===== config.mk =====
export PLATFORM = sky130hd
export DESIGN_NAME = uart_rx_fsm
export DESIGN_NICKNAME = d
export VERILOG_FILES = /design/src/rtl/uart_rx_fsm.sv
export SDC_FILE = /design/constraint.sdc
export NUM_CORES = 1
export LEC_CHECK = 0
export BUFFER_PORTS_ARGS = -buffer_cell sky130_fd_sc_hd__buf_2
export CELL_PAD_IN_SITES_DETAIL_PLACEMENT = 1
export CELL_PAD_IN_SITES_GLOBAL_PLACEMENT = 2
export CORE_MARGIN = 1
export CORE_UTILIZATION = 39
export DETAILED_ROUTE_END_ITERATION = 10
export GPL_TIMING_DRIVEN = 0
export PLACE_DENSITY_LB_ADDON = 0.1
export SYNTH_ARGS = -nofsm -noshare
export SYNTH_HDL_FRONTEND = slang
export SYNTH_SLANG_ARGS = --single-unit
export TNS_END_PERCENT = 30

===== constraint.sdc =====
create_clock -name clk -period 2.2 [get_ports clk]
set_input_delay 0.11 -clock clk [delete_from_list [all_inputs] [get_ports clk]]
set_output_delay 0.11 -clock clk [all_outputs]
set_load 0.05 [all_outputs]

===== src/rtl/uart_rx_fsm.sv =====
// uart_rx_fsm: UART receive framer fed by the synchroniser/edge-detect stage.
// The start-bit detect comes in as a falling-edge pulse. The FSM then times each
// bit with a baud counter and samples the line at mid-bit. Data arrives LSB first.
// A good stop bit produces a one-cycle data_valid strobe. A low stop bit produces
// a one-cycle frame_err strobe instead.
module uart_rx_fsm #(
  parameter int CLKS_PER_BIT = 868,
  parameter int DATA_BITS    = 8
) (
  input  logic                 clk,
  input  logic                 rst,
  input  logic                 rx_fall,
  input  logic                 rx_level,
  output logic [DATA_BITS-1:0] data_out,
  output logic                 data_valid,
  output logic                 frame_err,
  output logic                 busy
);

  localparam int CNT_W = $clog2(CLKS_PER_BIT);
  localparam int BIT_W = $clog2(DATA_BITS);
  localparam int HALF  = CLKS_PER_BIT / 2;

  // Counter value at which the start bit is re-checked.
  // The start edge is seen one cycle before the counter starts at 0.
  // So HALF-1 lands exactly at mid start bit.
  localparam logic [CNT_W-1:0] CNT_HALF_M1 = CNT_W'(HALF - 1);
  localparam logic [CNT_W-1:0] CNT_LAST    = CNT_W'(CLKS_PER_BIT - 1);
  localparam logic [CNT_W-1:0] CNT_ONE     = CNT_W'(1);
  localparam logic [BIT_W-1:0] BIT_LAST    = BIT_W'(DATA_BITS - 1);
  localparam logic [BIT_W-1:0] BIT_ONE     = BIT_W'(1);

  typedef enum logic [1:0] {
    IDLE,
    START,
    DATA,
    STOP
  } state_t;

  state_t               state_reg,   state_next;
  logic [CNT_W-1:0]     cnt_reg,     cnt_next;
  logic [BIT_W-1:0]     bit_idx_reg, bit_idx_next;
  logic [DATA_BITS-1:0] shift_reg,   shift_next;
  logic [DATA_BITS-1:0] data_reg,    data_next;
  logic                 valid_reg,   valid_next;
  logic                 ferr_reg,    ferr_next;

  // State and datapath registers; reset abandons any frame in progress silently.
  always_ff @(posedge clk or posedge rst) begin
    if (rst) begin
      state_reg   <= IDLE;
      cnt_reg     <= '0;
      bit_idx_reg <= '0;
      shift_reg   <= '0;
      data_reg    <= '0;
      valid_reg   <= 1'b0;
      ferr_reg    <= 1'b0;
    end else begin
      state_reg   <= state_next;
      cnt_reg     <= cnt_next;
      bit_idx_reg <= bit_idx_next;
      shift_reg   <= shift_next;
      data_reg    <= data_next;
      valid_reg   <= valid_next;
      ferr_reg    <= ferr_next;
    end
  end

  // Next-state, bit timing and sampling decisions; strobes default low each cycle.
  always_comb begin
    state_next   = state_reg;
    cnt_next     = cnt_reg;
    bit_idx_next = bit_idx_reg;
    shift_next   = shift_reg;
    data_next    = data_reg;
    valid_next   = 1'b0;
    ferr_next    = 1'b0;

    case (state_reg)
      IDLE: begin
        // Only the edge pulse starts a frame.
        // A line held low (break) therefore cannot retrigger.
        if (rx_fall) begin
          state_next = START;
          cnt_next   = '0;
        end
      end

      START: begin
        if (cnt_reg == CNT_HALF_M1) begin
          cnt_next     = '0;
          bit_idx_next = '0;
          // A line already back high at mid start bit was a glitch.
          state_next   = rx_level ? IDLE : DATA;
        end else begin
          cnt_next = cnt_reg + CNT_ONE;
        end
      end

      DATA: begin
        if (cnt_reg == CNT_LAST) begin
          // Right shift means the first bit on the wire finishes in bit 0.
          shift_next = {rx_level, shift_reg[DATA_BITS-1:1]};
          cnt_next   = '0;
          if (bit_idx_reg == BIT_LAST) begin
            state_next = STOP;
          end else begin
            bit_idx_next = bit_idx_reg + BIT_ONE;
          end
        end else begin
          cnt_next = cnt_reg + CNT_ONE;
        end
      end

      STOP: begin
        if (cnt_reg == CNT_LAST) begin
          // Leave at mid stop bit so a back-to-back start edge is caught.
          cnt_next   = '0;
          state_next = IDLE;
          if (rx_level) begin
            data_next  = shift_reg;
            valid_next = 1'b1;
          end else begin
            ferr_next = 1'b1;
          end
        end else begin
          cnt_next = cnt_reg + CNT_ONE;
        end
      end

      default: begin
        state_next = IDLE;
        cnt_next   = '0;
      end
    endcase
  end

  assign data_out   = data_reg;
  assign data_valid = valid_reg;
  assign frame_err  = ferr_reg;
  assign busy       = (state_reg != IDLE);

endmodule


# Word-level counts from Yosys, hierarchy flattened
# Cells that the tools add are included.
# classes
n_addsub,2
n_eq_ne,12
n_mux,21
n_reduce_logical,8
# op_table
operator,n
2-to-1 mux 10 bit,3
one-hot mux 10 bit (3 select lines),1
2-to-1 mux 2 bit,6
!= test 2 bit (second input constant),6
adder 10 x 1 -> 10 bit (second input constant),1
== test 10 bit (second input constant),1
== test 10 x 9 -> 1 bit (second input constant),1
2-to-1 mux 3 bit,3
one-hot mux 2 bit (4 select lines),1
2-to-1 mux 1 bit,6
one-hot mux 3 bit (2 select lines),1
AND reduction 5 bit,1
== test 2 bit (second input constant),2
AND reduction 4 bit,1
nonzero test 2 bit,2
adder 3 x 1 -> 3 bit (second input constant),1
== test 3 bit (second input constant),1
AND reduction 3 bit,1
== test 2 x 1 -> 1 bit (second input constant),1
zero test 2 bit,1
AND reduction 2 bit,1
OR reduction 2 bit,1
# word_totals
ff_bits,33
input_bits,4
out_inout_bits,11
word_cells,50

# Depth between registers and ports, before layout
# Gate-level depths: netlist of run 1.
# depth
depth_word,4
depth_mapped,6
ltp_nobuf,6

# Worst setup path before layout of run 1
# No wires, ideal clock.
# synth_path
path_type,reg-to-reg
start,register cnt_reg[0]
end,register data_reg[0] (netlist: data_out[0])
setup_time_ns,0.125
arrival_time_ns,1.732
required_ns,2.075
slack_ns,0.343
path_stages_with_launch,7
path_buffers,1
period_less_slack_ns,1.857
cell_sequence,dfrtp_1 > ha_1 > and4bb_2 > and3_4 > and4_4 > buf_6 > mux2_4
# synth_via
elab_chain_cells,2
# synth_rtl
element,line,rtl
"start, declared",41,"logic [CNT_W-1:0] cnt_reg, cnt_next;"
"start signal, assigned",60,cnt_reg <= cnt_next;
== test 10 bit,116,if (cnt_reg == CNT_LAST) begin
AND reduction 3 bit (no line),n/a,
"end signal, assigned",63,data_reg <= data_next;
"end, declared",44,"logic [DATA_BITS-1:0] data_reg, data_next;"
# Every way passes these cells.
# A chain may end at the register's enable or synchronous reset.

# Worst setup path in the final report of run 1
# layout_path
start,register cnt_reg[0]
end,register data_reg[3] (netlist: data_out[3])
# Same word-level chain as after synthesis.

==> results.cfg, run 1 <==
[critical_path]
critPathSlowestCell = dfrtp_1
path_buf_inv = 1
crit_chain = ha_1 > and4bb_2 > and3_4 > and4_4 > buf_6 > mux2_4
setup.worst_path.class = reg2reg
crit_arrival_ns = 2.22
crit_family = simple AND/OR/NAND/NOR gates
cp-end-kind = register
start_kind = register
r2r_start = cnt_reg[0]$_DFFE_PP0P_
crit_start = cnt_reg[0]$_DFFE_PP0P_
worst_ep_required_time_ns = 2.38
critPathMaxFanout = 8
cp_slowest_stage_delay_ns = 0.44

[clock_tree]
clk_pin_slew_worst_paths_ns = 0.08
postCtsSetupRepairBufs = 0
cts_buffers = 5
cts_root_buf = clkbuf_8
clock_latency_ns = 0.29
htreeDepth = 2
cts_sinks = 33
clockBufferDepth = 2
cts_tree = done

[die]
initial_utilization_pct = 40.7
core_area_sq_mm = 0.00400
num_rows = 23
die_area_sq_mm = 0.00444
dieHeight_um = 66.6
ios = 15
die_w_um = 66.6

[yosys]
synth_fp_nets = 145
synth-seq-area-share_pct = 50.7
synth-async-reset-ratio_pct = 100
ys_ff_latch = 33
syn_inst = 137
yosys_most_used_dff = dfrtp_1
ys_warn_count = 0
synth_cell_types = 38
avgSynthCellArea_sq_um = 11.9
synth_edf_count = 0
syn-cell-area_sq_mm = 0.00163

[global_route]
grt_max_degree = 34
antenna_found_initial = 0
grt_usage_pct = 18.2
grt_pass1_vias = 1188
grt_pass1_wl_um = 5840
gr-total-overflow = 0

[placement]
io_buffers = 14
place_congestion = 0.730
dp_slack_ns = 0.159
dp.final_hpwl_um = 2390
dp.cells = 201

[routing]
via_count = 1137
first_iter_violations = 63
routed_wl_um = 3460
via_per_inst = 5.41
final_antenna_net_count = 0
drt_pre_antenna_iters = 4
wire_per_inst_um = 16.5
drcViolationCount = 0

[sta]
period_share_pct = 92.8
setup_ws_ns = 0.159
worst_pin_slew_ns = 0.722
skew_ns = 0.0108
grt_setup_unrepaired = false
clock.fmax_mhz = 490
setup-tns-final_ns = 0
hold_viol = 0
fin_crit_ns = 2.04
final-setup-viol-count = 0
drv_slew = 0
slew-limit-headroom_pct = 51.6

[power_and_ir_drop]
combPwrFrac_pct = 17.8
power_frac_seq_pct = 45.8
p_clk_share_pct = 36.4
irDropWorstVdd_uv = 459
power_switching_w = 0.000504
switching_share_pct = 31.9
internal_power_w = 0.00107
p_per_area_mw_per_mm2 = 836
cellLeakagePower_nw = 0.898

[finish]
area_delta_synth_final_pct = 16.0
regArea_sq_um = 826
layout-drive-gt1-share_pct = 31.9
insertedDiodeCount = 0
fillCellCount = 445
fin_cells = 210
largest_reg_flops = 10
multi_input_area_sq_um = 759
fin_nets = 167

[outcome]
outcome = finished clean

[job]
maxCapViolations = 0

[worst_hold_path]
min_from = rx_level
min_path_type = in2reg
[layout make-up]
cell class	count	area share [%]
plain buffers	4	1.39
clock buffers	5	3.64
inverters	5	0.994
multi-input cells	95	40.2
well taps	50	3.31
repair buffers	15	4.24
clock inverters	3	2.45
flip-flops and latches	33	43.7
[final timing paths]
path,to,slack (ns),depth (start not counted)
hold / removal,data_valid$_DFF_PP0_,0.16,3
setup / recovery,data_out[3]$_DFFE_PP0P_,0.16,6
hold reg to reg,data_out[0]$_DFFE_PP0P_,0.51,1
setup reg to reg,data_out[3]$_DFFE_PP0P_,0.16,6
max in group asynchronous,bit_idx_reg[2]$_DFFE_PP0P_,1.26,3
min in group asynchronous,shift_reg[4]$_DFFE_PP0P_,0.48,3
[synthesized netlist by cell type (3+ instances only)]
| library cell | count | share of area, % |
|---|---|---|
| nand2_1 | 13 | 3.0 |
| nor2_1 | 4 | 0.92 |
| nand3_1 | 7 | 2.2 |
| a21boi_0 | 3 | 1.4 |
| and4_1 | 4 | 2.2 |
| nor2b_1 | 4 | 1.5 |
| o31ai_1 | 4 | 1.8 |
| inv_1 | 5 | 1.2 |
| ha_1 | 4 | 3.1 |
| dfrtp_1 | 33 | 51 |
| nand4_1 | 3 | 1.2 |
| buf_2 | 3 | 0.92 |
| mux2_2 | 8 | 5.5 |
| o21ai_0 | 8 | 2.5 |
| and2_1 | 3 | 1.2 |
| mux2_4 | 8 | 7.4 |
[cells by family (layout without fill, tap and decap cells)]
kind of cell	after synthesis	after routing	share of synthesized area (%)
AO/OA/AOI/OAI	25	25	11.0
XOR/XNOR	2	2	1.08
adder cells (fa/ha/maj)	4	4	3.07
buffers and inverters	9	32	2.77
flip-flops	33	33	50.7
multiplexers	16	16	12.9
AND/OR/NAND/NOR	48	48	18.4
[cells in the final DEF (no fill, tap or decap), types with 2 or more instances in the layout]
cell	synthesis	final
and4_1	4	4
nand4_1	3	3
mux2_4	8	8
mux2_2	8	8
o31ai_1	4	4
nand2_1	13	12
and2_1	3	3
nand3_1	7	7
nor2b_1	4	4
nor2_1	4	4
o21ai_0	8	8
a21boi_0	3	3
inv_1	5	4
ha_1	4	4
dfrtp_1	33	33
buf_2	3	17
clkbuf_8	0	5
a22o_1	2	2
[timing repair]
action,in CTS,in global routing
resized for setup,0,1
endpoints found under the hold margin,0,19
setup endpoints to repair,0,2
hold buffers,0,1
[worst min-delay path, cell delays in order]
cell and delay (ns):
buf_2 0.11, inv_1 0.12, nor2_1 0.07
[per-layer routing]
metal  vias to the layer above  part of all wire (%)  GRT usage, %
met5                         -                     0             0
li1                        549                     -             -
met2                        17                    50          30.4
met1                       563                    45          21.6
met3                         8                   3.1          4.79
met4                         0                   2.1          8.51
[through the flow]
step                      power (W)  instance area [sq um]  hold WS, ns  util, %
after floorplan            0.000920                   1630        0.239        -
after CTS                   0.00160                   1880        0.153     46.9
after global routing        0.00167                   1890        0.180     47.2
after global placement      0.00101                   1760        0.440     44.0
after detailed placement    0.00102                   1760        0.451     44.0
final                       0.00158                   1890        0.160     47.2
[power groups by stage]
stage / Clock (W) / Combinational (W) / Sequential, W
detailed placement: 0 / 0.000282 / 0.000735
global route: 0.000612 / 0.000321 / 0.000734
CTS: 0.000594 / 0.000286 / 0.000723
finish: 0.000575 / 0.000281 / 0.000722
global placement: 0 / 0.000274 / 0.000731
floorplan: 0 / 0.000206 / 0.000714
No activity file was read; power rests on OpenSTA's default activity.
==> run 2, diff against run 1 <==
CORE_UTILIZATION = 42   (was 39)
clock period = 2.5 ns   (was 2.2 ns; I/O delays follow)
==> results.cfg, run 2 (synthesized netlist as in run 1, its figures left out) <==
[placement]
io_buffers = 14
dp.final_hpwl_um = 2380
place_congestion = 0.745
dpl_cell_area_sq_mm = 0.00176

[finish]
multi_input_area_sq_um = 757
area_delta_synth_final_pct = 17.4
layout-drive-gt1-share_pct = 31.1
largest_reg_flops = 10
final_common_cell = dfrtp_1
fin_nets = 168
utilization_pct = 51.8
insertedDiodeCount = 0
final_cell_area_sq_mm = 0.00191
fillCellCount = 402
regArea_sq_um = 826
layout_common_cells = dfrtp_1 (33), buf_2 (17), nand2_1 (13)

[sta]
hold_viol = 0
setup-tns-final_ns = 0
worst_pin_slew_ns = 0.671
drv_slew = 0
holdWs_ns = 0.140
slew-limit-headroom_pct = 55.0
fin_crit_ns = 2.04
grt_setup_unrepaired = false
skew_ns = 0.0122
period_share_pct = 81.7
clock.fmax_mhz = 489
final-setup-viol-count = 0

[global_route]
grt_pass1_vias = 1223
met2_usage_pct = 33.0
grt_max_degree = 34
met1_usage_pct = 25.0
grt_pass1_wl_um = 6140
gr-total-overflow = 0
use_met3_pct = 6.07
grt_usage_pct = 20.2
top_usage_layer = met2
antenna_found_initial = 0

[clock_tree]
clk_pin_slew_worst_paths_ns = 0.07
clock_latency_ns = 0.29
cts_sinks = 33
cts_buffers = 5
postCtsSetupRepairBufs = 0
cts_tree = done
htreeDepth = 2
clockBufferDepth = 2
cts_root_buf = clkbuf_8

[routing]
first_iter_violations = 55
routed_wl_um = 3390
wire_per_inst_um = 16.2
drcViolationCount = 0
via_per_inst = 5.50
final_antenna_net_count = 0
drt_pre_antenna_iters = 4
via_count = 1150

[worst_hold_path]
min_path_type = in2reg
min_from = rx_level

[critical_path]
crit_arrival_ns = 2.21
crit_chain = ha_1 > and4bb_2 > and3_4 > and4_4 > buf_6 > mux2_4
path_buf_inv = 1
crit_family = simple AND/OR/NAND/NOR gates
setup.worst_path.class = reg2reg
cp_slowest_stage_delay_ns = 0.43
critPathMaxFanout = 8
crit_start = cnt_reg[0]$_DFFE_PP0P_
worst_ep_required_time_ns = 2.67
critPathSlowestCell = dfrtp_1
start_kind = register
r2r_start = cnt_reg[0]$_DFFE_PP0P_
cp-end-kind = register

[power_and_ir_drop]
p_per_area_mw_per_mm2 = 729
total_power_w = 0.00139
cellLeakagePower_nw = 0.908
irDropWorstVdd_uv = 413

[die]
num_rows = 22
ios = 15
dieHeight_um = 64.3
initial_utilization_pct = 44.1
die_w_um = 64.3
die_area_sq_mm = 0.00413
core_area_sq_mm = 0.00369

[job]
maxCapViolations = 0

[outcome]
outcome = finished clean
[run 2: cell types whose count changed in the layout (fill, tap and decap cells not counted), sizes merged]
cell,change
clkinv,+1
inv,-1
buf,+1
[run 2: area by class of cell]
type	instances	share of cell area (%)
buffer	4	1.38
clock buffer	5	3.60
clock inverter	3	2.42
inverter	5	0.982
multi-input combinational	95	39.6
sequential	33	43.2
tap	48	3.14
timing repair buffer	16	5.63
[run 2: worst paths after layout]
| kind | cells past startpoint | endpoint | slack (ns) |
|---|---|---|---|
| worst max-delay path | 6 | data_out[6]$_DFFE_PP0P_ | 0.46 |
| worst min register to register | 1 | data_out[0]$_DFFE_PP0P_ | 0.52 |
| max in group asynchronous | 4 | bit_idx_reg[2]$_DFFE_PP0P_ | 1.70 |
| worst min-delay path | 3 | data_valid$_DFF_PP0_ | 0.14 |
| worst max register to register | 6 | data_out[6]$_DFFE_PP0P_ | 0.46 |
| min in group asynchronous | 3 | data_out[1]$_DFFE_PP0P_ | 0.35 |
[run 2: what timing repair did]
| item | in CTS | in global routing |
|---|---|---|
| hold endpoints to repair | 0 | 12 |
| resized for setup | 0 | 0 |
| hold buffers | 0 | 1 |
[run 2: routing by layer]
metal | vias up | part of all wire (%)
met3 | 6 | 3.1
li1 | 554 | -
met1 | 575 | 46
met4 | 0 | 1.6
met5 | - | 0
met2 | 15 | 49
[run 2: worst reg2reg max path, stage by stage, from the launching register on]
cell and delay (ns):
dfrtp_1 0.43, ha_1 0.26, and4bb_2 0.33, and3_4 0.21, and4_4 0.22, buf_6 0.16
mux2_4 0.31
[run 2: through the flow]
stage	worst slack, ns	cells
after floorplan	0.643	137
after CTS	0.454	207
final	0.457	209
after global placement	0.497	199
after global routing	0.331	209
after detailed placement	0.464	199
[run 2: power by group]
part | total (W) | internal [W] | switching (W)
sequential | 0.000634 | 0.000573 | 0.0000603
combinational | 0.000249 | 0.0000775 | 0.000171
clock | 0.000511 | 0.000298 | 0.000213
total | 0.00139 | 0.000949 | 0.000445
